File: src/rtl/dma_ctrl_nch_if.sv
// Bus bundle for dma_ctrl_nch: CPU register port plus the drq/dack, hold and memory/IO strobe side.
// The slave modport is the controller's view; the master modport is the surrounding system's view.
interface dma_ctrl_nch_if #(
   parameter int CHANNELS = 4
);
   localparam int IADDR_W = $clog2(2*CHANNELS+3);

   logic [IADDR_W-1:0]  iaddr;
   logic [7:0]          idata;
   logic                iwe_n;
   logic                ird_n;
   logic [7:0]          odata;
   logic [CHANNELS-1:0] drq;
   logic [CHANNELS-1:0] dack;
   logic                hrq;
   logic                hlda;
   logic [15:0]         oaddr;
   logic                owe_n;
   logic                ord_n;
   logic                oiowe_n;
   logic                oiord_n;
   logic                tc;

   modport slave (
      input  iaddr, idata, iwe_n, ird_n, drq, hlda,
      output odata, dack, hrq, oaddr, owe_n, ord_n, oiowe_n, oiord_n, tc
   );

   modport master (
      output iaddr, idata, iwe_n, ird_n, drq, hlda,
      input  odata, dack, hrq, oaddr, owe_n, ord_n, oiowe_n, oiord_n, tc
   );
endinterface

File: src/rtl/dma_ctrl_nch.sv
// N-channel DMA controller: byte-flip-flop register file, shadow autoload, fixed/rotating priority, TC-stop.
// One FSM state per ce, all outputs registered; DMA_EXT_WRITE_EN stretches write strobes over S1..S2.
module dma_ctrl_nch #(
   parameter int CHANNELS = 4
) (
   input logic           clk,
   input logic           reset_n,
   input logic           ce,
   dma_ctrl_nch_if.slave bus
);
   localparam int IADDR_W = $clog2(2*CHANNELS+3);
   localparam int CW      = (CHANNELS > 1) ? $clog2(CHANNELS) : 1;
   localparam int A_MODE0 = 2*CHANNELS;
   localparam int A_MODE1 = 2*CHANNELS + 1;
   localparam int A_AUTO  = 2*CHANNELS + 2;

   typedef enum logic [2:0] {IDLE, S0, S1, S2, S3} state_t;

   state_t              state;
   logic [15:0]         addr_live [CHANNELS];
   logic [15:0]         cnt_live  [CHANNELS];
   logic [15:0]         addr_sh   [CHANNELS];
   logic [15:0]         cnt_sh    [CHANNELS];
   logic [CHANNELS-1:0] enable;
   logic [CHANNELS-1:0] autoload;
   logic [CHANNELS-1:0] tc_flag;
   logic [2:0]          mode1;
   logic                ff;
   logic [CW-1:0]       prio;
   logic [CW-1:0]       ch;

   logic [CHANNELS-1:0] req;
   logic [CHANNELS-1:0] en_after;
   logic [CW-1:0]       base;
   logic [CW-1:0]       idx;
   logic [CW-1:0]       win_ch;
   logic                win_vld;
   logic [CW-1:0]       reg_ch;
   logic                is_chan;
   logic                tc_hit;
   logic                stop_clr;
   logic [7:0]          rd_dat;

   function automatic logic [CHANNELS-1:0] onehot(input logic [CW-1:0] k);
      logic [CHANNELS-1:0] v;
      v    = '0;
      v[k] = 1'b1;
      return v;
   endfunction

   assign req      = bus.drq & enable;
   assign base     = mode1[0] ? prio : '0;
   assign reg_ch   = CW'(bus.iaddr >> 1);
   assign is_chan  = (int'(bus.iaddr) < A_MODE0);
   assign tc_hit   = (cnt_live[ch][13:0] == 14'd0);
   assign stop_clr = tc_hit & ~autoload[ch] & mode1[1];
   // Channel that TC-stops in S3 must not win the re-arbitration decision on the same edge.
   assign en_after = enable & ~(stop_clr ? onehot(ch) : '0);

   // Scan from lowest to highest priority so the highest-priority requester is written last.
   always_comb begin
      win_ch  = '0;
      win_vld = 1'b0;
      idx     = '0;
      for (int i = CHANNELS-1; i >= 0; i--) begin
         idx = CW'((int'(base) + i) % CHANNELS);
         if (req[idx]) begin
            win_ch  = idx;
            win_vld = 1'b1;
         end
      end
   end

   always_comb begin
      rd_dat = '0;
      if (is_chan) begin
         if (bus.iaddr[0])
            rd_dat = ff ? cnt_live[reg_ch][15:8] : cnt_live[reg_ch][7:0];
         else
            rd_dat = ff ? addr_live[reg_ch][15:8] : addr_live[reg_ch][7:0];
      end else if (int'(bus.iaddr) == A_MODE0) begin
         rd_dat = 8'(tc_flag);
      end else if (int'(bus.iaddr) == A_MODE1) begin
         rd_dat = 8'(mode1);
      end else if (int'(bus.iaddr) == A_AUTO) begin
         rd_dat = 8'(autoload);
      end
   end

   always_ff @(posedge clk or negedge reset_n) begin
      if (!reset_n) begin
         state    <= IDLE;
         for (int i = 0; i < CHANNELS; i++) begin
            addr_live[i] <= '0;
            cnt_live[i]  <= '0;
            addr_sh[i]   <= '0;
            cnt_sh[i]    <= '0;
         end
         enable      <= '0;
         autoload    <= '0;
         tc_flag     <= '0;
         mode1       <= '0;
         ff          <= 1'b0;
         prio        <= '0;
         ch          <= '0;
         bus.hrq     <= 1'b0;
         bus.dack    <= '0;
         bus.oaddr   <= '0;
         bus.owe_n   <= 1'b1;
         bus.ord_n   <= 1'b1;
         bus.oiowe_n <= 1'b1;
         bus.oiord_n <= 1'b1;
         bus.tc      <= 1'b0;
         bus.odata   <= '0;
      end else if (ce) begin
         bus.tc <= 1'b0;
         case (state)
            IDLE: begin
               if (|req) begin
                  bus.hrq <= 1'b1;
                  state   <= S0;
               end
            end
            S0: begin
               if (!(|req)) begin
                  bus.hrq <= 1'b0;
                  state   <= IDLE;
               end else if (bus.hlda) begin
                  state <= S1;
               end
            end
            S1: begin
               if (win_vld) begin
                  ch        <= win_ch;
                  bus.oaddr <= addr_live[win_ch];
                  bus.dack  <= onehot(win_ch);
                  state     <= S2;
`ifdef DMA_EXT_WRITE_EN
                  if (mode1[2]) begin
                     if (cnt_live[win_ch][15:14] == 2'b01) bus.owe_n   <= 1'b0;
                     if (cnt_live[win_ch][15:14] == 2'b10) bus.oiowe_n <= 1'b0;
                  end
`endif
               end else begin
                  bus.hrq  <= 1'b0;
                  bus.dack <= '0;
                  state    <= IDLE;
               end
            end
            S2: begin
               case (cnt_live[ch][15:14])
                  2'b01: begin
                     bus.oiord_n <= 1'b0;
                     bus.owe_n   <= 1'b0;
                  end
                  2'b10: begin
                     bus.ord_n   <= 1'b0;
                     bus.oiowe_n <= 1'b0;
                  end
                  default: ;
               endcase
               state <= S3;
            end
            S3: begin
               bus.owe_n   <= 1'b1;
               bus.ord_n   <= 1'b1;
               bus.oiowe_n <= 1'b1;
               bus.oiord_n <= 1'b1;
               if (mode1[0])
                  prio <= (int'(ch) == CHANNELS-1) ? '0 : ch + 1'b1;
               if (tc_hit) begin
                  bus.tc      <= 1'b1;
                  tc_flag[ch] <= 1'b1;
               end
               if (tc_hit && autoload[ch]) begin
                  addr_live[ch] <= addr_sh[ch];
                  cnt_live[ch]  <= cnt_sh[ch];
               end else begin
                  addr_live[ch]       <= addr_live[ch] + 16'd1;
                  cnt_live[ch][13:0]  <= cnt_live[ch][13:0] - 14'd1;
                  if (stop_clr) enable[ch] <= 1'b0;
               end
               if (bus.hlda && |(bus.drq & en_after)) begin
                  state <= S1;
               end else begin
                  bus.hrq  <= 1'b0;
                  bus.dack <= '0;
                  state    <= IDLE;
               end
            end
            default: state <= IDLE;
         endcase

         // CPU access sits after the FSM so a register write overrides an S3 update on the same edge.
         if (!bus.iwe_n) begin
            if (is_chan) begin
               if (bus.iaddr[0]) begin
                  if (ff) begin
                     cnt_live[reg_ch][15:8] <= bus.idata;
                     cnt_sh[reg_ch][15:8]   <= bus.idata;
                  end else begin
                     cnt_live[reg_ch][7:0]  <= bus.idata;
                     cnt_sh[reg_ch][7:0]    <= bus.idata;
                  end
               end else begin
                  if (ff) begin
                     addr_live[reg_ch][15:8] <= bus.idata;
                     addr_sh[reg_ch][15:8]   <= bus.idata;
                  end else begin
                     addr_live[reg_ch][7:0]  <= bus.idata;
                     addr_sh[reg_ch][7:0]    <= bus.idata;
                  end
               end
               ff <= ~ff;
            end else if (int'(bus.iaddr) == A_MODE0) begin
               enable <= bus.idata[CHANNELS-1:0];
               ff     <= 1'b0;
            end else if (int'(bus.iaddr) == A_MODE1) begin
`ifdef DMA_EXT_WRITE_EN
               mode1 <= bus.idata[2:0];
`else
               mode1 <= {1'b0, bus.idata[1:0]};
`endif
               ff    <= 1'b0;
            end else if (int'(bus.iaddr) == A_AUTO) begin
               autoload <= bus.idata[CHANNELS-1:0];
               ff       <= 1'b0;
            end
         end else if (!bus.ird_n) begin
            bus.odata <= rd_dat;
            if (is_chan)
               ff <= ~ff;
            else if (int'(bus.iaddr) == A_MODE0)
               tc_flag <= '0;
         end
      end
   end
endmodule

File: src/flat_wrapper.sv
// flat-port wrapper written by rule: the top's interface ports become plain ports
module dma_ctrl_nch_flat 
#(
   parameter int CHANNELS = 4
)
  (clk, reset_n, ce, bus_iaddr, bus_idata, bus_iwe_n, bus_ird_n, bus_drq, bus_hlda, bus_odata, bus_dack, bus_hrq, bus_oaddr, bus_owe_n, bus_ord_n, bus_oiowe_n, bus_oiord_n, bus_tc);
  dma_ctrl_nch_if #(.CHANNELS(CHANNELS)) bus_i ();
  input logic clk;
  input logic reset_n;
  input logic ce;
  input wire logic [$bits(bus_i.iaddr)-1:0] bus_iaddr;
  input wire logic [$bits(bus_i.idata)-1:0] bus_idata;
  input wire logic [$bits(bus_i.iwe_n)-1:0] bus_iwe_n;
  input wire logic [$bits(bus_i.ird_n)-1:0] bus_ird_n;
  input wire logic [$bits(bus_i.drq)-1:0] bus_drq;
  input wire logic [$bits(bus_i.hlda)-1:0] bus_hlda;
  output wire logic [$bits(bus_i.odata)-1:0] bus_odata;
  output wire logic [$bits(bus_i.dack)-1:0] bus_dack;
  output wire logic [$bits(bus_i.hrq)-1:0] bus_hrq;
  output wire logic [$bits(bus_i.oaddr)-1:0] bus_oaddr;
  output wire logic [$bits(bus_i.owe_n)-1:0] bus_owe_n;
  output wire logic [$bits(bus_i.ord_n)-1:0] bus_ord_n;
  output wire logic [$bits(bus_i.oiowe_n)-1:0] bus_oiowe_n;
  output wire logic [$bits(bus_i.oiord_n)-1:0] bus_oiord_n;
  output wire logic [$bits(bus_i.tc)-1:0] bus_tc;
  assign bus_i.iaddr = bus_iaddr;
  assign bus_i.idata = bus_idata;
  assign bus_i.iwe_n = bus_iwe_n;
  assign bus_i.ird_n = bus_ird_n;
  assign bus_i.drq = bus_drq;
  assign bus_i.hlda = bus_hlda;
  assign bus_odata = bus_i.odata;
  assign bus_dack = bus_i.dack;
  assign bus_hrq = bus_i.hrq;
  assign bus_oaddr = bus_i.oaddr;
  assign bus_owe_n = bus_i.owe_n;
  assign bus_ord_n = bus_i.ord_n;
  assign bus_oiowe_n = bus_i.oiowe_n;
  assign bus_oiord_n = bus_i.oiord_n;
  assign bus_tc = bus_i.tc;
  dma_ctrl_nch #(.CHANNELS(CHANNELS)) u_core (.clk(clk), .reset_n(reset_n), .ce(ce), .bus(bus_i));
endmodule
File: config.mk
export PLATFORM = sky130hd
export DESIGN_NAME = dma_ctrl_nch_flat
export DESIGN_NICKNAME = d
export VERILOG_FILES = /design/src/rtl/dma_ctrl_nch_if.sv /design/src/rtl/dma_ctrl_nch.sv /design/src/flat_wrapper.sv
export SDC_FILE = /design/constraint.sdc
export NUM_CORES = 1
export LEC_CHECK = 0
export CAP_MARGIN = 40
export CORE_MARGIN = 4
export CORE_UTILIZATION = 60
export CTS_CLUSTER_SIZE = 10
export DETAILED_ROUTE_END_ITERATION = 12
export GPL_TIMING_DRIVEN = 1
export PLACE_DENSITY = 0.87
export SLEW_MARGIN = 20
export SYNTH_ARGS = -nofsm -noshare
export SYNTH_HDL_FRONTEND = slang
export SYNTH_SLANG_ARGS = --single-unit
export TNS_END_PERCENT = 10
File: constraint.sdc
create_clock -name clk -period 10 [get_ports clk]
set_input_delay 1.5 -clock clk [delete_from_list [all_inputs] [get_ports clk]]
set_output_delay 1.5 -clock clk [all_outputs]
set_load 0.02 [all_outputs]
## Yosys cells after proc, flatten, opt, wreduce, memory -nomap -nowiden

Index checks and enable logic that the tools add are counted.

- Bits in registers: 310
- Input port bits: 22
- Output and inout port bits: 34
- Logic and storage cells: 245

- Add/subtract/negate cells: 6
- $lt $le $gt $ge: 14
- Eq/ne operators: 19
- Multiplexer cells: 128
- Bitwise logic cells: 20
- Reduce and logical (&&, ||, !) cells: 27

Operators with widths:

| operator | count |
|---|---|
| 64-bit two-way mux | 16 |
| 64-bit bitwise mux | 12 |
| 16-bit two-way mux | 16 |
| 16-bit binary-select mux with 2-bit select | 7 |
| 16-bit demux with 2-bit select | 4 |
| 4-bit two-way mux | 16 |
| 8-bit two-way mux | 7 |
| 1-bit two-way mux | 26 |
| 3-bit AND reduction | 7 |
| 2-bit by 3-bit less-than comparator with 1-bit output (second input constant) | 6 |
| 16-bit by 1-bit adder with 16-bit output (second input constant) | 1 |
| 4-bit bitwise AND | 4 |
| 2-bit two-way mux | 8 |
| 3-bit case mux with 5 select lines | 1 |
| 14-bit logical NOT | 1 |
| 14-bit two-way mux | 1 |
| 14-bit by 1-bit subtractor with 14-bit output (second input constant) | 1 |
| 4-bit == test (second input constant) | 3 |
| 4-bit AND reduction | 3 |
| 6-bit AND reduction | 2 |
| 1-bit binary-select mux with 2-bit select | 5 |
| 2-bit inequality test (second input constant) | 5 |
| 3-bit >= comparator (second input constant) | 3 |
| 3-bit two-way mux | 3 |
| 27 further kinds | 56 |

## Depth between registers and ports, before layout

- Word-level depth: 15
- Mapped depth: 14
- Gate-level depth less buffers: 8

## Least setup slack after synthesis

No wires, ideal clock.

- Kind: input-to-reg
- From: input port bus_iaddr[1]
- To: register u_core.bus.odata[2]
- Library setup time: 0.136 ns
- Arrival: 3.575 ns
- Required time: 9.864 ns
- Slack: 6.289 ns
- Stages on the path: 6
- Path buffers: 2
- Path through: clkbuf_1 buf_1 mux4_2 mux4_2 a222oi_1 o21ai_0

- Word-level cells in the longest chain between the ends: 7
- Elaborated cells on any way between the ends: 18
- Classes of those cells: 1 x order compare; 3 x eq/ne; 13 x mux; 1 x bitwise

Ends and longest elaborated chain:

| what | RTL line | RTL |
|---|---|---|
| start, declared | flat_wrapper.sv:11 | `input wire logic [$bits(bus_i.iaddr)-1:0] bus_iaddr;` |
| 2-bit NOT with 3-bit output (implied by the code) | dma_ctrl_nch.sv:78, dma_ctrl_nch.sv:80 |  |
| 16-bit binary-select mux with 2-bit select, on equally long branches | dma_ctrl_nch.sv:80, dma_ctrl_nch.sv:78 |  |
| 16-bit two-way mux, on equally long branches (2 in series) | dma_ctrl_nch.sv:80, dma_ctrl_nch.sv:78 |  |
| 8-bit two-way mux, on equally long branches | dma_ctrl_nch.sv:80, dma_ctrl_nch.sv:78 |  |
| 8-bit two-way mux | dma_ctrl_nch.sv:77 | `if (bus.iaddr[0])` |
| 8-bit two-way mux * | dma_ctrl_nch.sv:76 | `if (is_chan) begin` |
| end signal, assigned | dma_ctrl_nch.sv:230 | `bus.odata <= rd_dat;` |
| end, declared | dma_ctrl_nch_if.sv:26 | `output odata, dack, hrq, oaddr, owe_n, ord_n, oiowe_n, oiord_n, tc` |

Every way passes the cells marked *; elsewhere a longest branch is shown, timed or not. The select of a mux whose other input is x is not followed.
A chain may end at the register's enable or synchronous reset.

## Worst setup path in the final report

- From: register u_core.ch[0]
- To: register u_core.cnt_live[42] (netlist bit)

- Word-level cells in the longest chain between the ends: 14
- Elaborated cells on any way between the ends: 30
- Classes of those cells: 1 x add/sub; 2 x order compare; 23 x mux; 1 x bitwise; 3 x reduce/logical

Ends and longest elaborated chain:

| what | RTL line | RTL |
|---|---|---|
| start, declared | dma_ctrl_nch.sv:30 | `logic [CW-1:0] ch;` |
| start signal, assigned | dma_ctrl_nch.sv:134 | `ch <= win_ch;` |
| 2-bit NOT with 3-bit output (implied by the code) | dma_ctrl_nch.sv:55, dma_ctrl_nch.sv:177, dma_ctrl_nch.sv:180 |  |
| 16-bit binary-select mux with 2-bit select, or another cell as far along | dma_ctrl_nch.sv:55, dma_ctrl_nch.sv:180 |  |
| 16-bit two-way mux (implied by the code) or 1-bit logical AND (tied branches) | dma_ctrl_nch.sv:55, dma_ctrl_nch.sv:180, dma_ctrl_nch.sv:177 |  |
| 16-bit two-way mux, or another cell as far along | -- |  |
| 14-bit by 1-bit subtractor with 14-bit output, or another cell as far along | dma_ctrl_nch.sv:180 | `cnt_live[ch][13:0] <= cnt_live[ch][13:0] - 14'd1;` |
| 64-bit bitwise mux, or another cell as far along | dma_ctrl_nch.sv:180 |  |
| 64-bit two-way mux * | dma_ctrl_nch.sv:175 | `if (tc_hit && autoload[ch]) begin` |
| 64-bit two-way mux * | dma_ctrl_nch.sv:117 | `case (state)` |
| 64-bit two-way mux * | dma_ctrl_nch.sv:115 | `end else if (ce) begin` |
| 64-bit bitwise mux, on equally long branches | dma_ctrl_nch.sv:202, dma_ctrl_nch.sv:199 |  |
| 64-bit two-way mux | dma_ctrl_nch.sv:198 | `if (ff) begin` |
| 64-bit two-way mux | dma_ctrl_nch.sv:197 | `if (bus.iaddr[0]) begin` |
| 64-bit two-way mux | dma_ctrl_nch.sv:196 | `if (is_chan) begin` |
| 64-bit two-way mux * | dma_ctrl_nch.sv:195 | `if (!bus.iwe_n) begin` |
| end signal, assigned by index | dma_ctrl_nch.sv:180 |  |
| end signal, assigned by index | dma_ctrl_nch.sv:199 | `cnt_live[reg_ch][15:8] <= bus.idata;` |
| end signal, assigned by index | dma_ctrl_nch.sv:202 | `cnt_live[reg_ch][7:0] <= bus.idata;` |
| end, declared | dma_ctrl_nch.sv:21 | `logic [15:0] cnt_live [CHANNELS];` |

Marks and branches as above.

==> impl_metrics.env <==
export IMPL_drtIter0Drc=2607
export IMPL_worst_pin_slew_ns=0.946
export IMPL_gr_usage_all_layers=0.357
export IMPL_die_w_microns=178
export IMPL_vias_per_cell=7.57
export IMPL_synth_top_area_frac=0.445
export IMPL_h_tree_depth=2
export IMPL_path_buf_inv=1
export IMPL_hold_viol_final=0
export IMPL_drc=0
export IMPL_synth_cell_types=73
export IMPL_use_met3=0.132
export IMPL_initial_core_util=0.616
export IMPL_synth_compound_area_share=0.177
export IMPL_post_cts_buffers=0
export IMPL_cts_tree="yes"
export IMPL_cts_path_max_buffers=3
export IMPL_cts_sinks=310
export IMPL_grtUsageMet2=0.512
export IMPL_min_delay_path_class="flop to flop"
export IMPL_ys_seq_area_frac=0.448
export IMPL_finalSetupTns_ns=0
export IMPL_r2r_slack_ns=5.52
export IMPL_fin_crit_sh=0.448
export IMPL_slowest_stage="dfrtp_4"
export IMPL_place_congestion=1.02
export IMPL_rows=61
export IMPL_yosys_area_share_simple=0.123
export IMPL_synth_xor_area_frac=0.0121
export IMPL_grt_busiest_layer="met2"
export IMPL_synth_edf_count=0
export IMPL_synth_avg_cell_area_sq_um=10.7
export IMPL_drive_gt1_frac=0.184
export IMPL_clkLatencyLatePin_ns=0.53
export IMPL_powerDensity_nw_per_um2=283
export IMPL_antenna_found_initial=1
export IMPL_cts_hold_buf=0
export IMPL_postRouteAntennaNets=0
export IMPL_slew_viol_final=0
export IMPL_max_freq_ghz=0.223
export IMPL_grt_max_degree=99
export IMPL_route_vias_total=15259
export IMPL_whs_endpoint="u_core.bus.ord_n$_DFFE_PN1P_"
export IMPL_critical_path_max_fanout=25
export IMPL_use_met1=0.479
export IMPL_yosys_register_bits=310
export IMPL_rsz0062_at_grt="no"
export IMPL_post_route_util=0.686
export IMPL_grt_pass1_wl_microns=87100
export IMPL_reg2reg_to="u_core.cnt_live[42]$_DFFE_PN0P_"
export IMPL_grt_overflow=0
export IMPL_timing_final_crit_period_ns=4.48
export IMPL_wl_per_cell_microns=27.8
export IMPL_multi_input_area_sq_um=8950
export IMPL_crit_family="simple AND/OR/NAND/NOR gates"
export IMPL_cts_buffers=37
export IMPL_crit_start="u_core.ch[0]$_DFFE_PN0P_"
export IMPL_rr_startpoint="u_core.ch[0]$_DFFE_PN0P_"
export IMPL_fin_skew_ns=0.0272
export IMPL_synth_top_family_by_area="multiplexers"
export IMPL_arrival_ns=4.86
export IMPL_routed_wl_microns=56000
export IMPL_portBuffers=55
export IMPL_area_growth_pct=11.3
export IMPL_yosys_warnings=0
export IMPL_synth_area_sq_um=17300
export IMPL_end_kind="flop"
export IMPL_holdCritStartpoint="u_core.bus.ord_n$_DFFE_PN1P_"
export IMPL_io_pins=56
export IMPL_cts_root_buf="clkbuf_16"
export IMPL_core_sq_um=28100
export IMPL_cp_slowest_stage_delay_ns=0.79
export IMPL_synth_top_cell_by_area="dfrtp_1"
export IMPL_die_area_sq_um=31600
export IMPL_worstPathCellList="buf_4, mux4_2, nor4_4, nand3_1, nor2_2, mux2i_1, a21oi_1"
export IMPL_setup_viol=0
export IMPL_netlist_instances=1615
export IMPL_holdWs_ns=0.474
export IMPL_slew_headroom=0.362
export IMPL_cap_violations=0
export IMPL_nFillCells=2008
export IMPL_synth_nets=1644
export IMPL_required_ns=10.37
export IMPL_ctsResizeCount=0
export IMPL_r2r_cells=7
export IMPL_die_y_microns=178
export IMPL_seqCellArea_sq_um=7760
export IMPL_synthMuxAreaShare=0.199
export IMPL_first_global_vias=14980
export IMPL_synth_area_top_cells="dfrtp_1, mux4_2, mux2_2"
export IMPL_async_reset_ff_frac=1.00
export IMPL_nets=1657
export IMPL_insertedDiodeCount=0
export IMPL_total_power_uw=5460
export IMPL_drt_pass1_iterations=9
export IMPL_dpl_hpwl_microns=37700
export IMPL_synth_ff_type="dfrtp_1"
export IMPL_status="finished clean"
export IMPL_leakage_uw=0.00813
export IMPL_startpoint_type="flop"
export IMPL_hold_path_depth=2
export IMPL_worstSetupPathType="flop to flop"
export IMPL_vdd_ir_drop_max_mv=0.142
export IMPL_clkSlewWorstSetupHoldPaths_ns=0.05
export IMPL_synth_fa_ha_area_frac=0.00506
==> final cells by class <==
type,count,area share
Multi-Input combinational cell,1155,0.464
Sequential cell,310,0.403
Clock buffer,47,0.0516
Timing Repair Buffer,101,0.0499
Tap cell,378,0.0245
Inverter,23,0.00448
Clock inverter,3,0.00214
==> cell usage in the layout (no fill, tap or decap), drive strengths merged, types with 8 or more instances in the layout <==
cell type      count
mux2i             21
a21oi             75
o221ai            11
nand3             26
nor3              25
clkdlybuf4s50     51
and3              33
xnor2             15
o21ai            121
nand4             10
dfrtp            308
inv               23
a221oi            18
o22ai             32
buf               48
nor2              81
a21o              10
o31ai             31
mux4             104
o211ai             9
a32oi             19
mux2              79
a2111oi           17
clkbuf            49
a22oi             43
o31a               8
xor2               9
a31oi             14
nand2            234
==> cell usage after synthesis (10+ instances only) <==
master     number
nor2_1         79
a221oi_1       18
nand2_1       233
nand3_1        25
o221ai_1       11
a31oi_1        14
mux2_2         79
nor3_1         25
a22oi_1        43
nand4_1        10
buf_1          11
and3_1         33
a21o_1         10
buf_2          13
inv_1          22
mux2i_1        21
xnor2_1        15
mux4_2        104
clkbuf_1       94
o21ai_0       115
a2111oi_0      17
dfrtp_1       308
a32oi_1        19
o31ai_1        31
a21oi_1        75
o22ai_1        32
==> report_power, final <==
part	switching (uW)	leakage (uW)	internal, uW
Sequential	380	0.00394	1610
Combinational	1300	0.00368	967
Clock	515	0.000504	692
Total	2190	0.00813	3270
==> registers in the layout, summed over array words and instances (netlist names) <==
register / cells
u_core.state: 3
u_core.cnt_sh: 64
u_core.bus.hrq: 1
u_core.bus.odata: 8
u_core.autoload: 4
u_core.bus.dack: 4
u_core.bus.ord_n: 1
u_core.addr_live: 64
u_core.ch: 2
u_core.cnt_live: 64
u_core.mode1: 2
u_core.prio: 2
u_core.addr_sh: 64
u_core.bus.oaddr: 16
u_core.enable: 4
u_core.tc_flag: 4
u_core.bus.tc: 1
u_core.bus.owe_n: 1
u_core.ff: 1
==> kinds of logic (layout without fill, tap and decap cells) <==
logic type | Yosys count | after routing
DFF | 310 | 310
muxes | 204 | 204
buffers and inverters | 150 | 174
and+or+nand+nor | 460 | 460
adders and majority gates | 7 | 7
xor gates and xnor gates | 24 | 24
AOI/OAI and AO/OA | 460 | 460
==> worst max path at each step <==
stage                                 endpoint  depth (start not counted)
3_5_place_dp      u_core.cnt_sh[9]$_DFFE_PN0P_                          6
6_report       u_core.cnt_live[42]$_DFFE_PN0P_                          7
3_3_place_gp    u_core.addr_sh[11]$_DFFE_PN0P_                          6
5_1_grt        u_core.cnt_live[42]$_DFFE_PN0P_                          7
2_1_floorplan  u_core.bus.odata[2]$_DFFE_PN0P_                          6
4_1_cts        u_core.cnt_live[42]$_DFFE_PN0P_                          7
==> per-layer routing <==
metal | part of all wire | up-vias
met5 | 0 | -
met4 | 0.071 | 0
met3 | 0.16 | 318
met2 | 0.43 | 1389
met1 | 0.35 | 7368
li1 | - | 6184
==> through the flow <==
step,setup slack (ns),instances,area (sq um)
after detailed placement,5.27,1960,18200
final,5.52,2017,19300
after global placement,5.35,1948,18000
after floorplan,6.29,1615,17300
after global routing,5.27,2017,19300
after CTS,5.63,2010,19200
==> tightest hold or removal path, delay by kind of cell, from the launching register on <==
family	cells	cell delay [ns]
flops	1	0.38
simple gates	2	0.09
Power figures use the tool's default switching activity.
